**src/rtl/lsu_pkg.sv**
```systemverilog
// Shared types and encodings for the load/store controller: FSM states,
// RV32I funct3 codes, memory size codes and response error codes.
package lsu_pkg;

  typedef enum logic [1:0] {
    S_IDLE   = 2'd0,
    S_ACCESS = 2'd1,
    S_RESP   = 2'd2
  } state_e;

  localparam logic [2:0] F3_LB  = 3'b000;
  localparam logic [2:0] F3_LH  = 3'b001;
  localparam logic [2:0] F3_LW  = 3'b010;
  localparam logic [2:0] F3_LBU = 3'b100;
  localparam logic [2:0] F3_LHU = 3'b101;
  localparam logic [2:0] F3_SB  = 3'b000;
  localparam logic [2:0] F3_SH  = 3'b001;
  localparam logic [2:0] F3_SW  = 3'b010;

  localparam logic [1:0] SIZE_B = 2'b00;
  localparam logic [1:0] SIZE_H = 2'b01;
  localparam logic [1:0] SIZE_W = 2'b10;

  localparam logic [1:0] ERR_OK    = 2'b00;
  localparam logic [1:0] ERR_MISAL = 2'b01;
  localparam logic [1:0] ERR_OOR   = 2'b10;
  localparam logic [1:0] ERR_ILL   = 2'b11;

  // Illegal funct3 codes are folded onto a legal size so code 11 never reaches memory.
  function automatic logic [1:0] size_of(input logic [2:0] funct3);
    case (funct3[1:0])
      2'b00:   size_of = SIZE_B;
      2'b01:   size_of = SIZE_H;
      default: size_of = SIZE_W;
    endcase
  endfunction

  function automatic logic funct3_illegal(input logic we, input logic [2:0] funct3);
    if (we) funct3_illegal = (funct3 > F3_SW);
    else    funct3_illegal = (funct3 == 3'b011) || (funct3 == 3'b110) || (funct3 == 3'b111);
  endfunction

endpackage

```
**src/rtl/lsu_load_ext.sv**
```systemverilog
// Load result extension: LBU/LHU are zero-extended, every other load passes the
// memory's (already sign-extended) read data through unchanged.
module lsu_load_ext
  import lsu_pkg::*;
#(
  parameter int XLEN = 32
) (
  input  logic [2:0]      funct3,
  input  logic [XLEN-1:0] mem_rdata,
  output logic [XLEN-1:0] rdata
);

  always_comb begin
    case (funct3)
      F3_LBU:  rdata = {{(XLEN-8){1'b0}}, mem_rdata[7:0]};
      F3_LHU:  rdata = {{(XLEN-16){1'b0}}, mem_rdata[15:0]};
      default: rdata = mem_rdata;
    endcase
  end

endmodule

```
**src/rtl/lsu_mem_ctrl.sv**
```systemverilog
// Load/store controller: accepts one request in IDLE, classifies it, drives the
// data memory for a single ACCESS cycle and holds a registered response in RESP.
module lsu_mem_ctrl
  import lsu_pkg::*;
#(
  parameter int MEM_BYTES = 128,
  parameter int XLEN      = 32
) (
  input  logic            clk,
  input  logic            reset,
  input  logic            req_valid,
  output logic            req_ready,
  input  logic            req_we,
  input  logic [2:0]      req_funct3,
  input  logic [XLEN-1:0] req_addr,
  input  logic [XLEN-1:0] req_wdata,
  output logic            rsp_valid,
  input  logic            rsp_ready,
  output logic [XLEN-1:0] rsp_rdata,
  output logic [1:0]      rsp_err,
  output logic            d_wr_en,
  output logic [XLEN-1:0] dAddr,
  output logic [XLEN-1:0] dWdata,
  output logic [1:0]      store_size,
  output logic [1:0]      load_size,
  input  logic [XLEN-1:0] dRdata
);

  localparam logic [XLEN:0] MEM_LIMIT = (XLEN+1)'(MEM_BYTES);

  state_e          state_reg, state_next;
  logic            we_reg, we_next;
  logic [2:0]      funct3_reg, funct3_next;
  logic [XLEN-1:0] addr_reg, addr_next;
  logic [XLEN-1:0] wdata_reg, wdata_next;
  logic [1:0]      size_reg, size_next;
  logic [XLEN-1:0] rdata_reg, rdata_next;
  logic [1:0]      err_reg, err_next;

  logic [1:0]      req_size;
  logic [1:0]      last_off;
  logic [XLEN:0]   last_byte;
  logic            req_ill;
  logic            req_misal;
  logic            req_oor;
  logic [1:0]      req_err;
  logic [XLEN-1:0] ext_rdata;

  // Request classifier; the extra top bit in last_byte keeps a wrapping address out of range.
  always_comb begin
    req_size = size_of(req_funct3);
    case (req_size)
      SIZE_B:  last_off = 2'd0;
      SIZE_H:  last_off = 2'd1;
      default: last_off = 2'd3;
    endcase
    last_byte = {1'b0, req_addr} + {{(XLEN-1){1'b0}}, last_off};
    req_ill   = funct3_illegal(req_we, req_funct3);
    req_misal = ((req_size == SIZE_H) && req_addr[0]) ||
                ((req_size == SIZE_W) && (req_addr[1:0] != 2'b00));
    req_oor   = (last_byte >= MEM_LIMIT);
    if (req_ill)        req_err = ERR_ILL;
    else if (req_misal) req_err = ERR_MISAL;
    else if (req_oor)   req_err = ERR_OOR;
    else                req_err = ERR_OK;
  end

  lsu_load_ext #(
    .XLEN(XLEN)
  ) u_load_ext (
    .funct3   (funct3_reg),
    .mem_rdata(dRdata),
    .rdata    (ext_rdata)
  );

  always_comb begin
    state_next  = state_reg;
    we_next     = we_reg;
    funct3_next = funct3_reg;
    addr_next   = addr_reg;
    wdata_next  = wdata_reg;
    size_next   = size_reg;
    rdata_next  = rdata_reg;
    err_next    = err_reg;
    case (state_reg)
      S_IDLE: begin
        if (req_valid) begin
          we_next     = req_we;
          funct3_next = req_funct3;
          addr_next   = req_addr;
          wdata_next  = req_wdata;
          size_next   = req_size;
          rdata_next  = '0;
          err_next    = req_err;
          state_next  = (req_err == ERR_OK) ? S_ACCESS : S_RESP;
        end
      end
      S_ACCESS: begin
        rdata_next = we_reg ? '0 : ext_rdata;
        state_next = S_RESP;
      end
      S_RESP: begin
        if (rsp_ready) state_next = S_IDLE;
      end
      default: state_next = S_IDLE;
    endcase
  end

  always_ff @(posedge clk or posedge reset) begin
    if (reset) begin
      state_reg  <= S_IDLE;
      we_reg     <= 1'b0;
      funct3_reg <= 3'b000;
      addr_reg   <= '0;
      wdata_reg  <= '0;
      size_reg   <= SIZE_W;
      rdata_reg  <= '0;
      err_reg    <= ERR_OK;
    end else begin
      state_reg  <= state_next;
      we_reg     <= we_next;
      funct3_reg <= funct3_next;
      addr_reg   <= addr_next;
      wdata_reg  <= wdata_next;
      size_reg   <= size_next;
      rdata_reg  <= rdata_next;
      err_reg    <= err_next;
    end
  end

  // Strobes decode straight from state so a reset removes the write immediately.
  assign req_ready  = (state_reg == S_IDLE);
  assign rsp_valid  = (state_reg == S_RESP);
  assign d_wr_en    = (state_reg == S_ACCESS) && we_reg;
  assign rsp_rdata  = rdata_reg;
  assign rsp_err    = err_reg;
  assign dAddr      = addr_reg;
  assign dWdata     = wdata_reg;
  assign store_size = size_reg;
  assign load_size  = size_reg;

endmodule

```
**config.mk**
```make
export PLATFORM = sky130hd
export DESIGN_NAME = lsu_mem_ctrl
export DESIGN_NICKNAME = d
export VERILOG_FILES = /design/src/rtl/lsu_pkg.sv /design/src/rtl/lsu_load_ext.sv /design/src/rtl/lsu_mem_ctrl.sv
export SDC_FILE = /design/constraint.sdc
export NUM_CORES = 1
export LEC_CHECK = 0
export ABC_AREA = 1
export CAP_MARGIN = 10
export CORE_MARGIN = 3
export CORE_UTILIZATION = 48
export DETAILED_ROUTE_END_ITERATION = 8
export GPL_TIMING_DRIVEN = 0
export PLACE_DENSITY = 0.86
export SLEW_MARGIN = 20
export SYNTH_ARGS = -nofsm -noshare
export SYNTH_HDL_FRONTEND = slang
export SYNTH_HIERARCHICAL = 1
export SYNTH_SLANG_ARGS = --single-unit
```
**constraint.sdc**
```tcl
create_clock -name clk -period 11.1 [get_ports clk]
set_input_delay 2.22 -clock clk [delete_from_list [all_inputs] [get_ports clk]]
set_output_delay 2.22 -clock clk [all_outputs]
set_load 0.05 [all_outputs]
```
==> metrics.txt, run 1 <==
status=finished clean; Slew HR=62.29%; critical path type=register to primary output; peak supply drop=0.0001107 V; synthesized area=5527 um2; Synth area leaders=dfrtp_1 (48%), nand2_1 (21%), nand3_1 (7.7%), inv_1 (4.8%), nor2_1 (4.8%); Layout area overhead=45.71%; largest net degree at the start of global routing=76; Final ANT Viol Nets=0; initial antenna violation count=0; crit-path most repeated cell=nor2_1; setup bufs post-CTS=0; combinational share of power=around 37%; nets=between 1000 and 1500; slowest CP cell=clkdlybuf4s50_1; most frequent cell after synthesis=nand2_1; Die Wd=113.3 um; WP data arrival=2590 ps; #FFs+latches synth=106; Crit. Startpoint=state_reg[0]$_DFFE_PP0P_; leak pwr=between 3 and 4 nW; H-tree depth=3; clk sink count=between 100 and 150; drc violations=0; clk slew on worst S/H paths=70 ps; worst slew pin tran=about 560 ps; area leader, netlist=dfrtp_1; wire per inst=14.89 um; GRT overflow=0; crit end category=primary output; Post-synth top cells=nand2_1 (308), dfrtp_1 (105), nand3_1 (85), inv_1 (71), nor2_1 (70); final HPWL from detailed placement=13020 um; Via density=5.087; Die H=113.3 um; post-synthesis async set-or-reset flop share=100.0%; final hold viol count=0; I/O pins=209; CP Cell Sequence=inv_1 -> nor2_1 -> clkinv_1 -> clkbuf_1 -> nor2_1 -> clkdlybuf4s50_1; Placed Instances=1109; switching power=0.5137 mW; TritonRoute pass-1 iters=5; Fmax achieved=0.2078 GHz; global-route wire length before repair=~27000 um; Setup TNS Final=0 ps; die area=12840 um2; clk_lat worst skew=350 ps; Fillers=859; worst endpoint required time=8880 ps; Final setup violation count=0; Period minus WS final=4813 ps; # hold bufs at CTS=0; TritonCTS Buffers=9; synthesized area per cell=7.196 um2; switch share=about two fifths; RD Place Congestion=0.9685; top cell type's share of synthesized area=47.54%; Worst path top cell family by delay=buffers and inverters; n_diodes=0; Mapped Cells=768; worst r2r src=state_reg[1]$_DFFE_PP0P_; EDFF count, synth=0; GRT Util Overall=26.43%; via count=~5700; Initial Utilization=50.10%; Yosys cell types=27; warnings from Yosys=6; Post-Route WL=16750 um; fraction of layout instances using a drive strength above 1=6.193%; Int Power=approximately 0.78 mW; CTS tree=built; Hold Crit Class=register to register; syn nets=875; RR Endpoint=funct3_reg[1]$_DFFE_PP0P_; CTS Buffer Depth=2; Final Util=73.00%; Clk pwr share=26.3%; number of global-route vias before repair=5455; sequential share of the synthesized area=about half; RSZ-0062 raised after global routing=false; CP Depth=6; clock skew=14.93 ps; clk root buf=clkbuf_16; max cap viols=0; worst r2r path cells=8; part of the power in registers=36.3%; CP Buf/Inv Count=4; crit path capture=d_wr_en; critical path launch point type=register; crit-path max cell delay=roughly 800 ps; R2R setup slack=9100 ps; Cell Count, Final, Fillers Out=1125; PortBufs=200; core area=11030 um2; Post-synth top flop=dfrtp_1; Tcrit/Tclk final=43.36%; CP Max Fanout=10; row cnt=38; Worst Hold Depth=2; pwr/cell area=160.9 nW/um2; post-cts gate resize count=0; initial DRC count=about 430; Final Max Slew Viols=0
[layer usage]
| layer | GRT usage [%] | routed length (um) |
|---|---|---|
| met4 | 10.98 | 578 |
| met2 | 44.23 | 8187 |
| met1 | 34.29 | 6897 |
| met3 | 4.118 | 1082 |
| met5 | 0 | 0 |
[power by group through the flow]
stage	combinational, mW	sequential, mW	clock, mW
global route	0.514	0.477	0.362
floorplan	0.117	0.655	0
finish	0.485	0.470	0.341
CTS	0.488	0.470	0.346
detailed placement	0.486	0.477	0
global placement	0.480	0.475	0
[worst min path at each step]
stage                     slack [ps]                        end                       from
after floorplan                  440  funct3_reg[0]$_DFFE_PP0P_  funct3_reg[0]$_DFFE_PP0P_
after global placement           450     dWdata[16]$_DFFE_PP0P_     dWdata[16]$_DFFE_PP0P_
after detailed placement         460      dWdata[3]$_DFFE_PP0P_      dWdata[3]$_DFFE_PP0P_
after CTS                        480      dWdata[3]$_DFFE_PP0P_      dWdata[3]$_DFFE_PP0P_
after global routing             480      dWdata[3]$_DFFE_PP0P_      dWdata[3]$_DFFE_PP0P_
final                            470       dAddr[2]$_DFFE_PP0P_       dAddr[2]$_DFFE_PP0P_
[through the flow]
| step | power, mW | area [um2] | hold slack (ps) | setup slack [ps] |
|---|---|---|---|---|
| floorplan | 0.7725 | 5527 | 442.6 | 6093 |
| global placement | 0.9546 | 7704 | 453.2 | 4507 |
| detailed placement | 0.9621 | 7736 | 457.7 | 6018 |
| CTS | 1.304 | 8053 | 476.2 | 6226 |
| global route | 1.353 | 8053 | 484.5 | 6020 |
| finish | 1.296 | 8053 | 473.1 | 6287 |
[layout by cell type, fill, tap and decap left out]
cell,instances
nand2_1,308
clkdlybuf4s50_1,200
dfrtp_1,105
nand3_1,85
inv_1,70
nor2_1,70
o21ai_0,33
clkbuf_1,21
a21oi_1,11
nor2_2,10
buf_4,10
clkbuf_16,9
nand4_1,8
nor2_4,6
buf_2,5
inv_6,4
nor3_1,4
nand2_2,4
clkinv_1,2
inv_2,2
xor2_1,2
ha_1,2
buf_6,2
or2_2,1
a31oi_1,1
nand2_4,1
a21oi_2,1
o21ai_1,1
fa_1,1
inv_8,1
clkinvlp_4,1
clkinv_8,1
bufinv_16,1
dfstp_2,1
buf_16,1
[cell families (layout without fill, tap and decap cells)]
family | after synthesis | in the layout | synth area share [%]
flip-flops | 106 | 106 | 48.02
AO/OA/AOI/OAI | 47 | 47 | 4.347
AND/OR/NAND/NOR | 497 | 497 | 37.76
buffers and inverters | 113 | 330 | 8.739
adder cells (fa/ha/maj) | 3 | 3 | 0.8150
XOR/XNOR | 2 | 2 | 0.3170
[area by class of cell]
| cell class | instances | area, um2 | share of cell area, % |
|---|---|---|---|
| timing repair buffer | 201 | 2029 | 25.20 |
| inverter | 75 | 286.5 | 3.558 |
| clock inverter | 7 | 91.34 | 1.134 |
| clock buffer | 9 | 225.2 | 2.797 |
| buffer | 38 | 201.4 | 2.502 |
| tap | 140 | 175.2 | 2.175 |
| sequential | 106 | 2654 | 32.96 |
| multi-input combinational | 549 | 2390 | 29.68 |
[tightest hold or removal path: stages (launching register included)]
cell	delay, ps
dfrtp_1	340
nand2_1	50
nand2_1	50
Note: power is estimated with default switching activity, not from simulation.
==> inputs of run 2 (changes only) <==
- CORE_UTILIZATION: 48 -> 45
- PLACE_DENSITY: 0.86 -> 0.82
- clock period: 11.1 -> 4.8 ns (I/O delays scaled with it)
==> metrics.txt, run 2 (same netlist as run 1, synthesis figures left out) <==
clk_lat worst skew=340 ps; PortBufs=200; row cnt=39; WHS=470.2 ps; worst slew pin tran=just under 600 ps; core area=11710 um2; Period minus WS final=3631 ps; # hold bufs at CTS=0; H-tree depth=3; Die H=116.8 um; dpl ws=906.1 ps; critical path launch point type=register; wire per inst=14.80 um; Final ANT Viol Nets=0; worst endpoint required time=3840 ps; clk slew on worst S/H paths=70 ps; Via density=5.002; I/O pins=209; Die Wd=116.8 um; via count=5642; Tcrit/Tclk final=75.64%; status=finished clean; Fillers=around 1000; most frequent cells in the layout=nand2_1 (308), clkdlybuf4s50_1 (200), dfrtp_1 (105), nand3_1 (85); pwr/cell area=372.5 nW/um2; initial antenna violation count=0; clk sink count=106; Post-Route WL=~17000 um; clock skew=5.739 ps; number of global-route vias before repair=5334; Design Power=2.999 mW; commonest non-fill, non-tap cell in the layout=nand2_1; PnR worst setup slack=around 1200 ps; Slew HR=roughly 61%; peak supply drop=0.0002139 V; Final setup violation count=0; post-cts gate resize count=0; Layout area overhead=45.71%; Initial Utilization=47.19%; fraction of layout instances using a drive strength above 1=under 10%; GRT Util Overall=24.92%; TritonCTS Buffers=9; Setup TNS Final=0 ps; CP Max Fanout=10; crit end category=primary output; RSZ-0062 raised after global routing=false; initial DRC count=430; final HPWL from detailed placement=around 13000 um; critical path type=register to primary output; GRT overflow=0; Final Max Slew Viols=0; clk root buf=clkbuf_16; WP data arrival=~2700 ps; drc violations=0; max cap viols=0; CTS Buffer Depth=2; RD Place Congestion=0.9345; n_diodes=0; global-route wire length before repair=26800 um; Hold Crit Class=register to register; leak pwr=3.988 nW; nets=1087; setup bufs post-CTS=0; TritonRoute pass-1 iters=5; CTS tree=built; die area=about 14000 um2; final hold viol count=0; largest net degree at the start of global routing=70; Fmax achieved=0.2754 GHz
[run 2: layout make-up]
type / instances / area (um2) / share of cell area (%)
multi-input cells: 549 / 2390 / 29.68
clock buffers: 12 / 236.5 / 2.937
flip-flops and latches: 106 / 2654 / 32.96
repair buffers: 201 / 2029 / 25.20
clock inverters: 4 / 76.32 / 0.9478
well taps: 143 / 178.9 / 2.222
plain buffers: 38 / 201.4 / 2.502
inverters: 75 / 286.5 / 3.558
[run 2: path summary, 6_finish.rpt]
path / endpoint / depth (start not counted) / slack [ps] / start
max in group asynchronous: load_size[1]$_DFFE_PP1P_ / 3 / 3130 / reset
min in group asynchronous: dWdata[28]$_DFFE_PP0P_ / 2 / 990 / reset
max: d_wr_en / 6 / 1170 / state_reg[0]$_DFFE_PP0P_
max reg2reg: dWdata[23]$_DFFE_PP0P_ / 8 / 2790 / state_reg[1]$_DFFE_PP0P_
min: dWdata[24]$_DFFE_PP0P_ / 2 / 470 / dWdata[24]$_DFFE_PP0P_
min reg2reg: dWdata[24]$_DFFE_PP0P_ / 2 / 470 / dWdata[24]$_DFFE_PP0P_
[run 2: routing by layer]
layer  global-route usage [%]  part of all wire (%)
met5                        0                     0
met4                    8.257                   2.2
met3                    3.805                   6.9
met2                    42.28                    49
met1                    32.81                    42
[run 2: critical path, cell delays in order (launching register included)]
cell	delay, ps
dfrtp_1	430
inv_1	60
nor2_1	310
clkinv_1	290
clkbuf_1	300
nor2_1	140
clkdlybuf4s50_1	810
[run 2: metrics by stage]
step | utilization, % | area, um2 | cells
after floorplan | - | 5527 | 768
after detailed placement | 66.09 | 7740 | 1112
final | 68.76 | 8053 | 1128
after global placement | 65.81 | 7707 | 1111
after CTS | 68.76 | 8053 | 1128
after global routing | 68.76 | 8053 | 1128
[run 2: power breakdown]
| group | leakage (nW) | internal [mW] | switching, mW |
|---|---|---|---|
| combinational | 2.48 | 0.371 | 0.750 |
| clock | 0.147 | 0.461 | 0.330 |
| sequential | 1.36 | 1.02 | 0.0688 |
| total | 3.99 | 1.85 | 1.15 |
